--- config.mk ---
export PLATFORM = sky130hd
export DESIGN_NAME = jtag_master
export DESIGN_NICKNAME = d
export VERILOG_FILES = /design/src/rtl/jtag_master.sv
export SDC_FILE = /design/constraint.sdc
export NUM_CORES = 1
export LEC_CHECK = 0
export CAP_MARGIN = 0
export CELL_PAD_IN_SITES_DETAIL_PLACEMENT = 0
export CELL_PAD_IN_SITES_GLOBAL_PLACEMENT = 1
export CORE_UTILIZATION = 35
export CTS_BUF_LIST = sky130_fd_sc_hd__clkbuf_4 sky130_fd_sc_hd__clkbuf_8
export CTS_CLUSTER_DIAMETER = 50
export DETAILED_ROUTE_END_ITERATION = 6
export PLACE_DENSITY = 0.68
export SLEW_MARGIN = 20
export SYNTH_ARGS = -nofsm -noshare
export SYNTH_HDL_FRONTEND = slang
export SYNTH_SLANG_ARGS = --single-unit
export TNS_END_PERCENT = 100
--- constraint.sdc ---
create_clock -name clk -period 6.45 [get_ports clk]
set_clock_uncertainty 0.05 [all_clocks]
set_input_delay 1.935 -clock clk [delete_from_list [all_inputs] [get_ports clk]]
set_output_delay 1.935 -clock clk [all_outputs]
set_load 0.02 [all_outputs]
--- src/rtl/jtag_master.sv ---
// jtag_master: JTAG TAP master issuing IR scans, DR scans and TAP resets from a request port.
// Optional macro JTAG_MASTER_PAUSE_EN routes DR scans through Pause-DR before Update-DR.
module jtag_master #(
  parameter int HALF_DIV = 1,
  parameter int IR_LEN   = 4,
  parameter int DR_MAX   = 16
) (
  input  logic              clk,
  input  logic              rst,
  input  logic              req_valid,
  output logic              req_ready,
  input  logic [1:0]        req_op,
  input  logic [4:0]        req_len,
  input  logic [DR_MAX-1:0] req_data,
  output logic              rsp_valid,
  output logic [DR_MAX-1:0] rsp_data,
  output logic              tck,
  output logic              tms,
  output logic              tdi,
  input  logic              tdo
);

  localparam logic [1:0] OP_IR  = 2'b00;
  localparam logic [1:0] OP_DR  = 2'b01;
  localparam logic [1:0] OP_RST = 2'b10;
  localparam logic [1:0] OP_NOP = 2'b11;

`ifdef JTAG_MASTER_PAUSE_EN
  localparam logic PAUSE_EN = 1'b1;
`else
  localparam logic PAUSE_EN = 1'b0;
`endif

  typedef enum logic [2:0] {BOOT_RST, IDLE, PRE, SHIFT, POST, DONE} state_t;

  state_t            state, nxt_state;
  logic [4:0]        cnt, nxt_cnt;
  logic [7:0]        div_cnt;
  logic [1:0]        op_r;
  logic [4:0]        len_r, acc_len;
  logic [DR_MAX-1:0] data_r, mask_r, cap_r, nxt_mask;
  logic              last, nxt_tms, nxt_tdi;
  logic              active, half_end, accept;
  logic [4:0]        pre_last, post_last;

  // TMS level driven during period c of state st
  function automatic logic tms_for(state_t st, logic [4:0] c, logic [1:0] op, logic [4:0] len);
    logic t;
    case (st)
      BOOT_RST: t = (c != 5'd5);
      PRE: begin
        if (op == OP_RST)     t = (c != 5'd5);
        else if (op == OP_IR) t = (c < 5'd2);
        else                  t = (c == 5'd0);
      end
      SHIFT: t = (c == len - 5'd1);
      POST: begin
        if (PAUSE_EN && (op == OP_DR)) t = (c == 5'd4) || (c == 5'd5);
        else                           t = (c == 5'd0);
      end
      default: t = 1'b1;
    endcase
    return t;
  endfunction

  assign active   = (state == BOOT_RST) || (state == PRE) || (state == SHIFT) || (state == POST);
  assign half_end = (div_cnt == 8'(HALF_DIV - 1));
  assign accept   = ((state == IDLE) || (state == DONE)) && req_valid && req_ready;
  assign pre_last = (op_r == OP_IR) ? 5'd3 : 5'd2;
  assign post_last = (PAUSE_EN && (op_r == OP_DR)) ? 5'd6 : 5'd1;

  // Effective shift length latched at acceptance
  always_comb begin
    acc_len = 5'd1;
    if (req_op == OP_IR)              acc_len = 5'(IR_LEN);
    else if (req_len == 5'd0)         acc_len = 5'd1;
    else if (int'(req_len) > DR_MAX)  acc_len = 5'(DR_MAX);
    else                              acc_len = req_len;
  end

  // Next TCK period: state, counter and the TMS/TDI levels it needs
  always_comb begin
    nxt_state = state;
    nxt_cnt   = cnt + 5'd1;
    last      = 1'b0;
    case (state)
      BOOT_RST: last = (cnt == 5'd5);
      PRE: begin
        if (op_r == OP_RST) begin
          last = (cnt == 5'd5);
        end else if (cnt == pre_last) begin
          nxt_state = SHIFT;
          nxt_cnt   = 5'd0;
        end else begin
          nxt_state = PRE;
        end
      end
      SHIFT: begin
        if (cnt == len_r - 5'd1) begin
          nxt_state = POST;
          nxt_cnt   = 5'd0;
        end else begin
          nxt_state = SHIFT;
        end
      end
      POST:    last = (cnt == post_last);
      default: last = 1'b0;
    endcase
    nxt_mask = (state == SHIFT) ? (mask_r << 1) : mask_r;
    nxt_tms  = tms_for(nxt_state, nxt_cnt, op_r, len_r);
    nxt_tdi  = (nxt_state == SHIFT) ? |(data_r & nxt_mask) : 1'b0;
  end

  // Sequencer: TCK divider, period stepping, TDO capture and request/response handshake
  always_ff @(posedge clk or posedge rst) begin
    if (rst) begin
      state     <= BOOT_RST;
      cnt       <= 5'd0;
      div_cnt   <= 8'd0;
      op_r      <= OP_RST;
      len_r     <= 5'd1;
      data_r    <= '0;
      mask_r    <= DR_MAX'(1);
      cap_r     <= '0;
      tck       <= 1'b0;
      tms       <= 1'b1;
      tdi       <= 1'b0;
      req_ready <= 1'b0;
      rsp_valid <= 1'b0;
      rsp_data  <= '0;
    end else begin
      rsp_valid <= 1'b0;
      if (active) begin
        if (half_end) begin
          div_cnt <= 8'd0;
          tck     <= ~tck;
          if (!tck) begin
            if ((state == SHIFT) && tdo) cap_r <= cap_r | mask_r;
          end else begin
            mask_r <= nxt_mask;
            if (last) begin
              // Boot sequence finishes silently; real ops report through DONE
              state     <= (state == BOOT_RST) ? IDLE : DONE;
              cnt       <= 5'd0;
              tdi       <= 1'b0;
              req_ready <= 1'b1;
              if (state != BOOT_RST) begin
                rsp_valid <= 1'b1;
                rsp_data  <= cap_r;
              end
            end else begin
              state <= nxt_state;
              cnt   <= nxt_cnt;
              tms   <= nxt_tms;
              tdi   <= nxt_tdi;
            end
          end
        end else begin
          div_cnt <= div_cnt + 8'd1;
        end
      end else if (accept) begin
        op_r      <= req_op;
        len_r     <= acc_len;
        data_r    <= req_data;
        mask_r    <= DR_MAX'(1);
        cap_r     <= '0;
        cnt       <= 5'd0;
        div_cnt   <= 8'd0;
        tck       <= 1'b0;
        req_ready <= 1'b0;
        if (req_op == OP_NOP) begin
          state <= IDLE;
        end else begin
          state <= PRE;
          tms   <= 1'b1;
          tdi   <= 1'b0;
        end
      end else if (state == DONE) begin
        state <= IDLE;
      end else begin
        req_ready <= 1'b1;
      end
    end
  end

endmodule

==> metrics.yaml, run 1 <==
yosysSeqAreaShare_pct: 49.5
dpl_cell_area_um2: 5250
drc: 0
grtUsageMet2_pct: 23.7
crit_path_top_delay_cell: "a21oi_2"
critPathKind: "primary input to register"
end_kind: "register"
synth_common_cells: "nand2_1 (103), dfrtp_1 (88), o21ai_0 (38)"
max-vdd-ir-drop_mv: 0.120
area_growth_pct: 16.2
layout-drive-gt1-share_pct: 11.5
routed_via_density: 5.13
period_share_pct: 64.3
avgRoutedWirePerCell_um: 15.3
min_path_type: "register to register"
fillCellCount: 1284
p_comb_share_pct: 36.0
internal_power_mw: 1.27
io_buffers: 47
rows: 41
ys_async_sr_fraction_pct: 100
cts_resized: 0
postCtsSetupBuffers: 0
cp_slowest_stage_delay_ns: 0.91
postSynthAreaPerCell_um2: 9.74
status: "complete, no violations"
fin_area_um2: 5420
cts_tree: "done"
synth.cell_area_um2: 4660
die_area_um2: 13800
synth.top_cell.area_share_pct: 47.2
finalSetupViolCount: 0
instances_no_fill: 692
fin_nets: 547
yosysTopAreaCell: "dfrtp_1"
fmax_ghz: 0.241
vias: 3549
grt_pass1_vias: 3521
grt.busiest_layer: "met1"
critical_path_required_ns: 6.71
synth.distinct_cells: 69
syn-num-nets: 511
slew_headroom_pct: 29.6
swShare_pct: 40.3
hold_viol: 0
grt_setup_unrepaired: "no"
clkPwrFrac_pct: 17.2
synth-main-ff-cell: "dfrtp_1"
start_kind: "primary input"
synth-edff-count: 0
num_io_pins: 48
cp_cell_sequence: "clkdlybuf4s50_1 -> nand4b_1 -> a21oi_2 -> a21oi_1 -> nor2_1"
dp.cells: 676
postRouteAntennaNets: 0
power_switching_mw: 0.855
wirelength_mm: 10.6
gp_congestion: 0.792
seq_area_um2: 2310
antenna_found_initial: 0
first_pass_iters: 6
p_per_area_nw_per_um2: 391
synth_seq_cells: 92
p_leak_nw: 2.38
syn_inst: 479
slew_viol_final: 0
ctsLongestPathBuffers: 2
synth_most_common_cell: "nand2_1"
initial_core_util_pct: 36.4
diodes: 0
place_hpwl_mm: 7.37
cts_root_buffer: "clkbuf_8"
insertion_delay_ns: 0.39
multi_input_area_um2: 2170
grtUsageMet1_pct: 24.9
grt_max_degree: 49
detail_route.iter0.violations: 213
grtUsageMet3_pct: 3.06
clkSinkCount: 92
grt-ovfl-total: 0
min_period_ns: 4.15
htree_num_levels: 3
grt_pass1_wl_mm: 18.4
cap_violations: 0
track_usage_pct: 16.9
cts_buffers: 9
die_h_um: 117
cp_data_arrival_time_ns: 4.41
tightest_slew_ns: 1.05
clk_pin_slew_worst_paths_ns: 0.10
die-width_um: 117
synthTopCellsByArea: "dfrtp_1 (47%), nand2_1 (8.3%), o21ai_0 (4.1%)"
yosysWarnings: 0
path_max_fanout: 19
coreArea_um2: 12800
fin_tns_setup_ns: 0
cts_hold_buf: 0
seq_power_share_pct: 46.9
==> power by group through the flow <==
stage                     Clock, mW  Sequential (mW)  Combinational [mW]
final                         0.365            0.994               0.763
after global routing          0.402             1.03               0.869
after CTS                     0.376            0.994               0.765
after detailed placement          0             1.00               0.761
after global placement            0             1.00               0.751
after floorplan                   0            0.905               0.648
==> worst max-delay path: cells and delay by family <==
| family | cells | cell delay (ns) |
|---|---|---|
| compound gates | 2 | 1.08 |
| simple gates | 2 | 0.84 |
| buf+inv | 1 | 0.53 |
==> worst paths after layout <==
| kind | cells after the start | slack (ns) | end | startpoint |
|---|---|---|---|---|
| hold / removal | 2 | 0.44 | data_r[7] | data_r[7] |
| min in group asynchronous | 2 | 1.92 | cnt[2] | rst |
| max in group asynchronous | 3 | 3.32 | data_r[13] | rst |
| hold reg to reg | 2 | 0.44 | data_r[7] | data_r[7] |
| setup / recovery | 5 | 2.30 | cap_r[7] | req_valid |
| setup reg to reg | 4 | 3.61 | cap_r[7] | state[0] |
==> per-layer routing <==
metal  part of all wire (%)  vias to the layer above
li1                       -                     1745
met1                     53                     1694
met2                     41                       97
met3                    4.4                       13
met4                    2.0                        0
met5                      0                        -
==> kinds of logic (layout without fill, tap and decap cells) <==
kind of cell | after synthesis | count (layout) | share of synthesized area (%)
mux | 28 | 28 | 7.62
compound gates | 111 | 111 | 15.8
buf+inv | 40 | 81 | 4.02
fa+ha+maj | 5 | 5 | 1.34
xor+xnor | 16 | 16 | 3.01
simple gates | 187 | 187 | 18.8
flops | 92 | 92 | 49.5
==> stage by stage <==
stage	setup slack (ns)	hold WS [ns]	utilization [%]	power (mW)
global route	2.09	0.469	42.3	2.30
floorplan	2.08	0.395	-	1.55
global placement	1.99	0.413	40.9	1.75
detailed placement	1.95	0.418	40.9	1.77
finish	2.30	0.444	42.3	2.12
CTS	2.33	0.442	42.3	2.13
==> state kept, by name (all words and copies together), names as in the netlist <==
register	count
cap_r	16
cnt	5
data_r	16
div_cnt	8
len_r	5
mask_r	16
op_r	2
req_ready	1
rsp_data	16
rsp_valid	1
state	3
tck	1
tdi	1
tms	1
==> layout by cell type, fill, tap and decap left out, drive strengths merged, types with 4 or more instances in the layout <==
| cell | n |
|---|---|
| o21ai | 39 |
| clkbuf | 11 |
| xor2 | 9 |
| nand2 | 103 |
| xnor2 | 7 |
| dfrtp | 88 |
| nor3b | 4 |
| nor3 | 7 |
| nand3 | 11 |
| mux2 | 27 |
| nor2 | 32 |
| a31oi | 7 |
| and3 | 4 |
| a21oi | 24 |
| a22o | 5 |
| clkdlybuf4s50 | 47 |
| inv | 14 |
| ha | 5 |
| buf | 4 |
| dfstp | 4 |
| and2 | 4 |
| nand2b | 4 |
==> layout make-up <==
type | count | area share (%)
repair buffers | 51 | 9.23
clock buffers | 11 | 2.56
flip-flops and latches | 92 | 42.6
inverters | 14 | 0.993
well taps | 172 | 3.97
clock inverters | 5 | 0.669
multi-input cells | 347 | 40.0
No activity file was read; power rests on OpenSTA's default activity.
==> inputs of run 2 (changes only) <==
==> constraint.sdc (replaced) <==
create_clock -name clk -period 3.95 [get_ports clk]
set_clock_uncertainty 0.05 [all_clocks]
set_input_delay 1.185 -clock clk [delete_from_list [all_inputs] [get_ports clk]]
set_output_delay 1.185 -clock clk [all_outputs]
set_load 0.02 [all_outputs]
==> metrics.yaml, run 2 (synthesis results as in run 1) <==
coreArea_um2: 12800  # unchanged
crit_path_top_delay_cell: "clkdlybuf4s50_1"
final_common_cell: "nand2_1"
seq_area_um2: 2310  # unchanged
hold_viol: 0  # unchanged
cts_resized: 0  # unchanged
dpl_cell_area_um2: 5290  # +0.81%
avgRoutedWirePerCell_um: 15.7  # +2.7%
vias: 3592  # +1.2%
antenna_found_initial: 0  # unchanged
cts_root_buffer: "clkbuf_8"
fin_nets: 551  # +0.73%
start_kind: "primary input"
first_pass_iters: 7  # +1
grt_pass1_vias: 3512  # -0.26%
slew_viol_final: 0  # unchanged
area_growth_pct: 18.7
rows: 41  # unchanged
cap_violations: 0  # unchanged
critical_path_required_ns: 4.22  # -2.49 ns
wirelength_mm: 10.9  # +3.3%
fillCellCount: 1262  # -1.7%
cts_tree: "done"
cp_data_arrival_time_ns: 3.12  # -1.29 ns
grt_setup_unrepaired: "no"
die-width_um: 117  # unchanged
detail_route.iter0.violations: 242  # +14%
end_kind: "register"
cts_hold_buf: 0  # unchanged
initial_core_util_pct: 36.4  # unchanged
postCtsSetupBuffers: 0  # unchanged
drc: 0  # unchanged
grt_pass1_wl_mm: 18.3  # -0.45%
hold_ws_ns: 0.443  # -0.00115 ns
die_area_um2: 13800  # unchanged
tightest_slew_ns: 0.742  # -0.312 ns
final_cell_mix: "nand2_1 (103), dfrtp_1 (88), clkdlybuf4s50_1 (47)"
clk_pin_slew_worst_paths_ns: 0.10  # about the same
critPathKind: "primary input to register"
fin_area_um2: 5540  # +2.1%
layout-drive-gt1-share_pct: 12.2  # +0.68 points
diodes: 0  # unchanged
cp_slowest_stage_delay_ns: 0.46  # -0.45 ns
min_period_ns: 2.85
cp_cell_sequence: "clkdlybuf4s50_1 -> and4b_1 -> buf_4 -> a41oi_1 -> o2bb2ai_1 -> o21bai_1 -> o31a_1 -> a22o_1"
path_max_fanout: 18  # -1
grt_max_degree: 39  # -20%
critPathCapture: "tms"
finalSetupViolCount: 0  # unchanged
fmax_ghz: 0.351
ctsLongestPathBuffers: 2  # unchanged
cp-startpoint: "req_valid"
grt-ovfl-total: 0  # unchanged
reg2reg_to: "tms"
gp_congestion: 0.787  # -0.66%
htree_num_levels: 3  # unchanged
num_io_pins: 48  # unchanged
p_leak_nw: 2.44  # +2.8%
r2r_cells: 8  # +4
routed_via_density: 5.16  # +0.63%
post-route-util_pct: 43.2  # +0.90 points
place_hpwl_mm: 7.78  # +5.5%
r2r_slack_ns: 1.26  # -2.35 ns
track_usage_pct: 16.8  # -0.076 points
postRouteAntennaNets: 0  # unchanged
p_per_area_nw_per_um2: 665  # +70%
period_share_pct: 72.2
status: "complete, no violations"
slew_headroom_pct: 50.5  # +21 points
fin_tns_setup_ns: 0  # unchanged
die_h_um: 117  # unchanged
max-vdd-ir-drop_mv: 0.223  # +86%
cts_buffers: 9  # unchanged
min_path_type: "register to register"
multi_input_area_um2: 2170  # unchanged
io_buffers: 47  # unchanged
clkSinkCount: 92  # unchanged
rr_startpoint: "len_r[0]"
insertion_delay_ns: 0.37  # -0.02 ns
run 2: changes by cell type in the layout (fill, tap and decap cells not counted):
| cell | change |
|---|---|
| buf_12 | +1 |
| clkinv_2 | -1 |
| buf_4 | +3 |
| inv_6 | +2 |
| clkbuf_4 | -1 |
| clkinvlp_4 | -3 |
| bufinv_16 | +3 |
run 2: report_power, final:
group	switching (mW)	internal (mW)
registers	0.388	1.25
clock network	0.350	0.434
logic	0.682	0.582
total	1.42	2.26
run 2: stage by stage:
stage	worst slack [ns]	instances	power (mW)
2_1_floorplan	0.330	479	2.54
3_3_place_gp	0.764	680	2.87
3_5_place_dp	0.711	680	2.91
4_1_cts	1.12	696	3.70
5_1_grt	0.977	696	3.95
6_report	1.10	696	3.68
run 2: worst min path at each step:
| stage | startpoint | end | slack [ns] | cells past startpoint |
|---|---|---|---|---|
| after floorplan | data_r[0] | data_r[0] | 0.40 | 2 |
| after global placement | data_r[1] | data_r[1] | 0.42 | 2 |
| after detailed placement | data_r[12] | data_r[12] | 0.42 | 2 |
| after CTS | data_r[12] | data_r[12] | 0.45 | 2 |
| after global routing | data_r[15] | data_r[15] | 0.48 | 2 |
| final | data_r[1] | data_r[1] | 0.44 | 2 |
run 2: per-layer routing:
metal  part of all wire, %  vias to the layer above  GRT usage (%)  wire length (µm)
li1                      -                     1758              -                 -
met1                    52                     1727           25.0              5670
met2                    42                       93           24.0              4640
met3                   4.0                       14           3.06               433
met4                   1.7                        0           6.41               187
met5                     0                        -              0                 0
run 2: worst max-delay path: cells and delay by family:
family                 cells  cell delay [ns]
AOI/OAI and AO/OA          5             1.10
buffers and inverters      2             0.66
and+or+nand+nor            1             0.19
run 2: area by class of cell:
class                      instances  area share [%]
sequential                        92            41.7
inverter                          14           0.972
clock inverter                     6            2.10
timing repair buffer              55            9.81
tap                              172            3.89
clock buffer                      10            2.37
multi-input combinational        347            39.2
==> inputs of run 3 (changes only) <==
==> constraint.sdc (replaced) <==
create_clock -name clk -period 2.9 [get_ports clk]
set_clock_uncertainty 0.05 [all_clocks]
set_input_delay 0.87 -clock clk [delete_from_list [all_inputs] [get_ports clk]]
set_output_delay 0.87 -clock clk [all_outputs]
set_load 0.02 [all_outputs]
==> metrics.yaml, run 3 (synthesis results as in run 1) <==
status: "complete, no violations"
cp_top_family: "compound AO/OA/AOI/OAI gates"
vias: 3558  # -0.95%
diodes: 0  # unchanged
cp_data_arrival_time_ns: 2.86  # -0.26 ns
grt-ovfl-total: 0  # unchanged
internal_power_mw: 2.87  # +27%
die-width_um: 117  # unchanged
die_area_um2: 13800  # unchanged
cts_tree: "done"
die_h_um: 117  # unchanged
hold_viol: 0  # unchanged
first_pass_iters: 5  # -2
detail_route.iter0.violations: 209  # -14%
period_share_pct: 90.2
drc: 0  # unchanged
p_comb_share_pct: 37.9  # +3.6 points
fin_nets: 559  # +1.5%
start_kind: "register"
clk_pin_slew_worst_paths_ns: 0.09  # about the same
grt_max_degree: 31  # -21%
grt_pass1_vias: 3412  # -2.8%
p_leak_nw: 2.45  # +0.12%
postCtsSetupBuffers: 0  # unchanged
tightest_slew_ns: 0.595  # -0.147 ns
hold_depth: 2  # unchanged
fmax_ghz: 0.382
layout-drive-gt1-share_pct: 13.4  # +1.2 points
routed_via_density: 5.06  # -1.9%
grt_pass1_wl_mm: 17.7  # -3.7%
end_kind: "register"
max-vdd-ir-drop_mv: 0.256  # +15%
final_common_cell: "nand2_1"
fin_tns_setup_ns: 0  # unchanged
seq_power_share_pct: 45.3  # +0.9 points
initial_core_util_pct: 36.4  # unchanged
cts_resized: 0  # unchanged
finalSetupViolCount: 0  # unchanged
grt_setup_unrepaired: "no"
final_cell_mix: "nand2_1 (103), dfrtp_1 (88), clkdlybuf4s50_1 (47)"
slew_viol_final: 0  # unchanged
rows: 41  # unchanged
area_growth_pct: 18.8  # about the same
coreArea_um2: 12800  # unchanged
min_period_ns: 2.62
clkSinkCount: 92  # unchanged
critical_path_required_ns: 3.15  # -1.07 ns
cts_buffers: 9  # unchanged
path_buf_inv: 1  # -1
power_switching_mw: 1.89  # +33%
path_max_fanout: 7  # -11
cap_violations: 0  # unchanged
gp_congestion: 0.804  # +2.2%
track_usage_pct: 16.0  # -0.77 points
swShare_pct: 39.7  # +1.1 points
insertion_delay_ns: 0.36  # about the same
cp_slowest_stage_delay_ns: 0.56  # +0.10 ns
avgRoutedWirePerCell_um: 14.9  # -5.2%
place_hpwl_mm: 7.68  # -1.2%
antenna_found_initial: 0  # unchanged
cts_root_buffer: "clkbuf_8"
htree_num_levels: 3  # unchanged
postRouteAntennaNets: 0  # unchanged
crit_path_top_delay_cell: "dfstp_2"
ctsLongestPathBuffers: 2  # unchanged
min_path_type: "register to register"
r2r_cells: 8  # unchanged
slew_headroom_pct: 60.1  # +9.6 points
cts_hold_buf: 0  # unchanged
cp_num_cells: 8  # unchanged
hold_ws_ns: 0.441  # -0.00203 ns
io_buffers: 47  # unchanged
cp_cell_sequence: "inv_1 -> ha_1 -> xor2_1 -> and2_0 -> o21ai_1 -> a2111oi_0 -> o31a_1 -> a22o_1"
post-route-util_pct: 43.2  # about the same
clkPwrFrac_pct: 16.8  # -4.5 points
fillCellCount: 1256  # -0.48%
wirelength_mm: 10.5  # -4.2%
num_io_pins: 48  # unchanged
critPathKind: "register to register"
power_mw: 4.76  # +29%
p_per_area_nw_per_um2: 859  # +29%
run 3: changes by cell type in the layout (fill, tap and decap cells not counted):
cell / before / now
inv_8: 0 / 1
clkinv_2: 1 / 2
clkinvlp_4: 0 / 2
bufinv_16: 3 / 0
clkbuf_4: 1 / 0
clkinv_4: 0 / 1
buf_4: 7 / 14
clkbuf_8: 9 / 10
inv_6: 3 / 0
buf_12: 1 / 2
run 3: layout make-up:
type / count / area (µm²) / area share [%]
tap: 172 / 215 / 3.89
sequential: 92 / 2310 / 41.7
timing repair buffer: 63 / 616 / 11.1
clock buffer: 10 / 138 / 2.49
inverter: 14 / 56.3 / 1.02
clock inverter: 5 / 37.5 / 0.678
multi-input combinational: 347 / 2170 / 39.2
run 3: power groups by stage:
stage	clock [mW]	combinational [mW]	sequential, mW
after CTS	0.820	1.81	2.16
after detailed placement	0	1.80	2.18
final	0.798	1.80	2.16
after global routing	0.874	2.02	2.23
after global placement	0	1.76	2.18
after floorplan	0	1.44	2.01
run 3: final timing paths:
kind / from / end / slack [ns]
min in group asynchronous: rst / cap_r[1] / 0.86
worst max register to register: len_r[0] / tms / 0.28
max in group asynchronous: rst / len_r[0] / 1.36
worst max-delay path: len_r[0] / tms / 0.28
worst min register to register: data_r[1] / data_r[1] / 0.44
worst min-delay path: data_r[1] / data_r[1] / 0.44
run 3: worst register-to-register path, cell delays in order, from the launching register on:
cell and delay [ns]:
dfstp_2 0.56, inv_1 0.10, ha_1 0.26, xor2_1 0.20, and2_0 0.17, o21ai_1 0.48, a2111oi_0 0.24, o31a_1 0.32
a22o_1 0.18
run 3: through the flow:
stage / worst slack, ns / cells / cell area, µm²
6_report: 0.283 / 703 / 5540
5_1_grt: 0.112 / 703 / 5540
4_1_cts: 0.286 / 703 / 5540
3_5_place_dp: 0.285 / 688 / 5360
3_3_place_gp: 0.318 / 688 / 5360
2_1_floorplan: 0.595 / 479 / 4670
run 3: per-layer routing:
| layer | part of all wire [%] | GRT usage [%] | vias to the layer above |
|---|---|---|---|
| li1 | - | - | 1775 |
| met1 | 54 | 25.1 | 1692 |
| met2 | 41 | 21.2 | 85 |
| met3 | 3.4 | 2.63 | 6 |
| met4 | 0.95 | 6.82 | 0 |
| met5 | 0 | 0 | - |
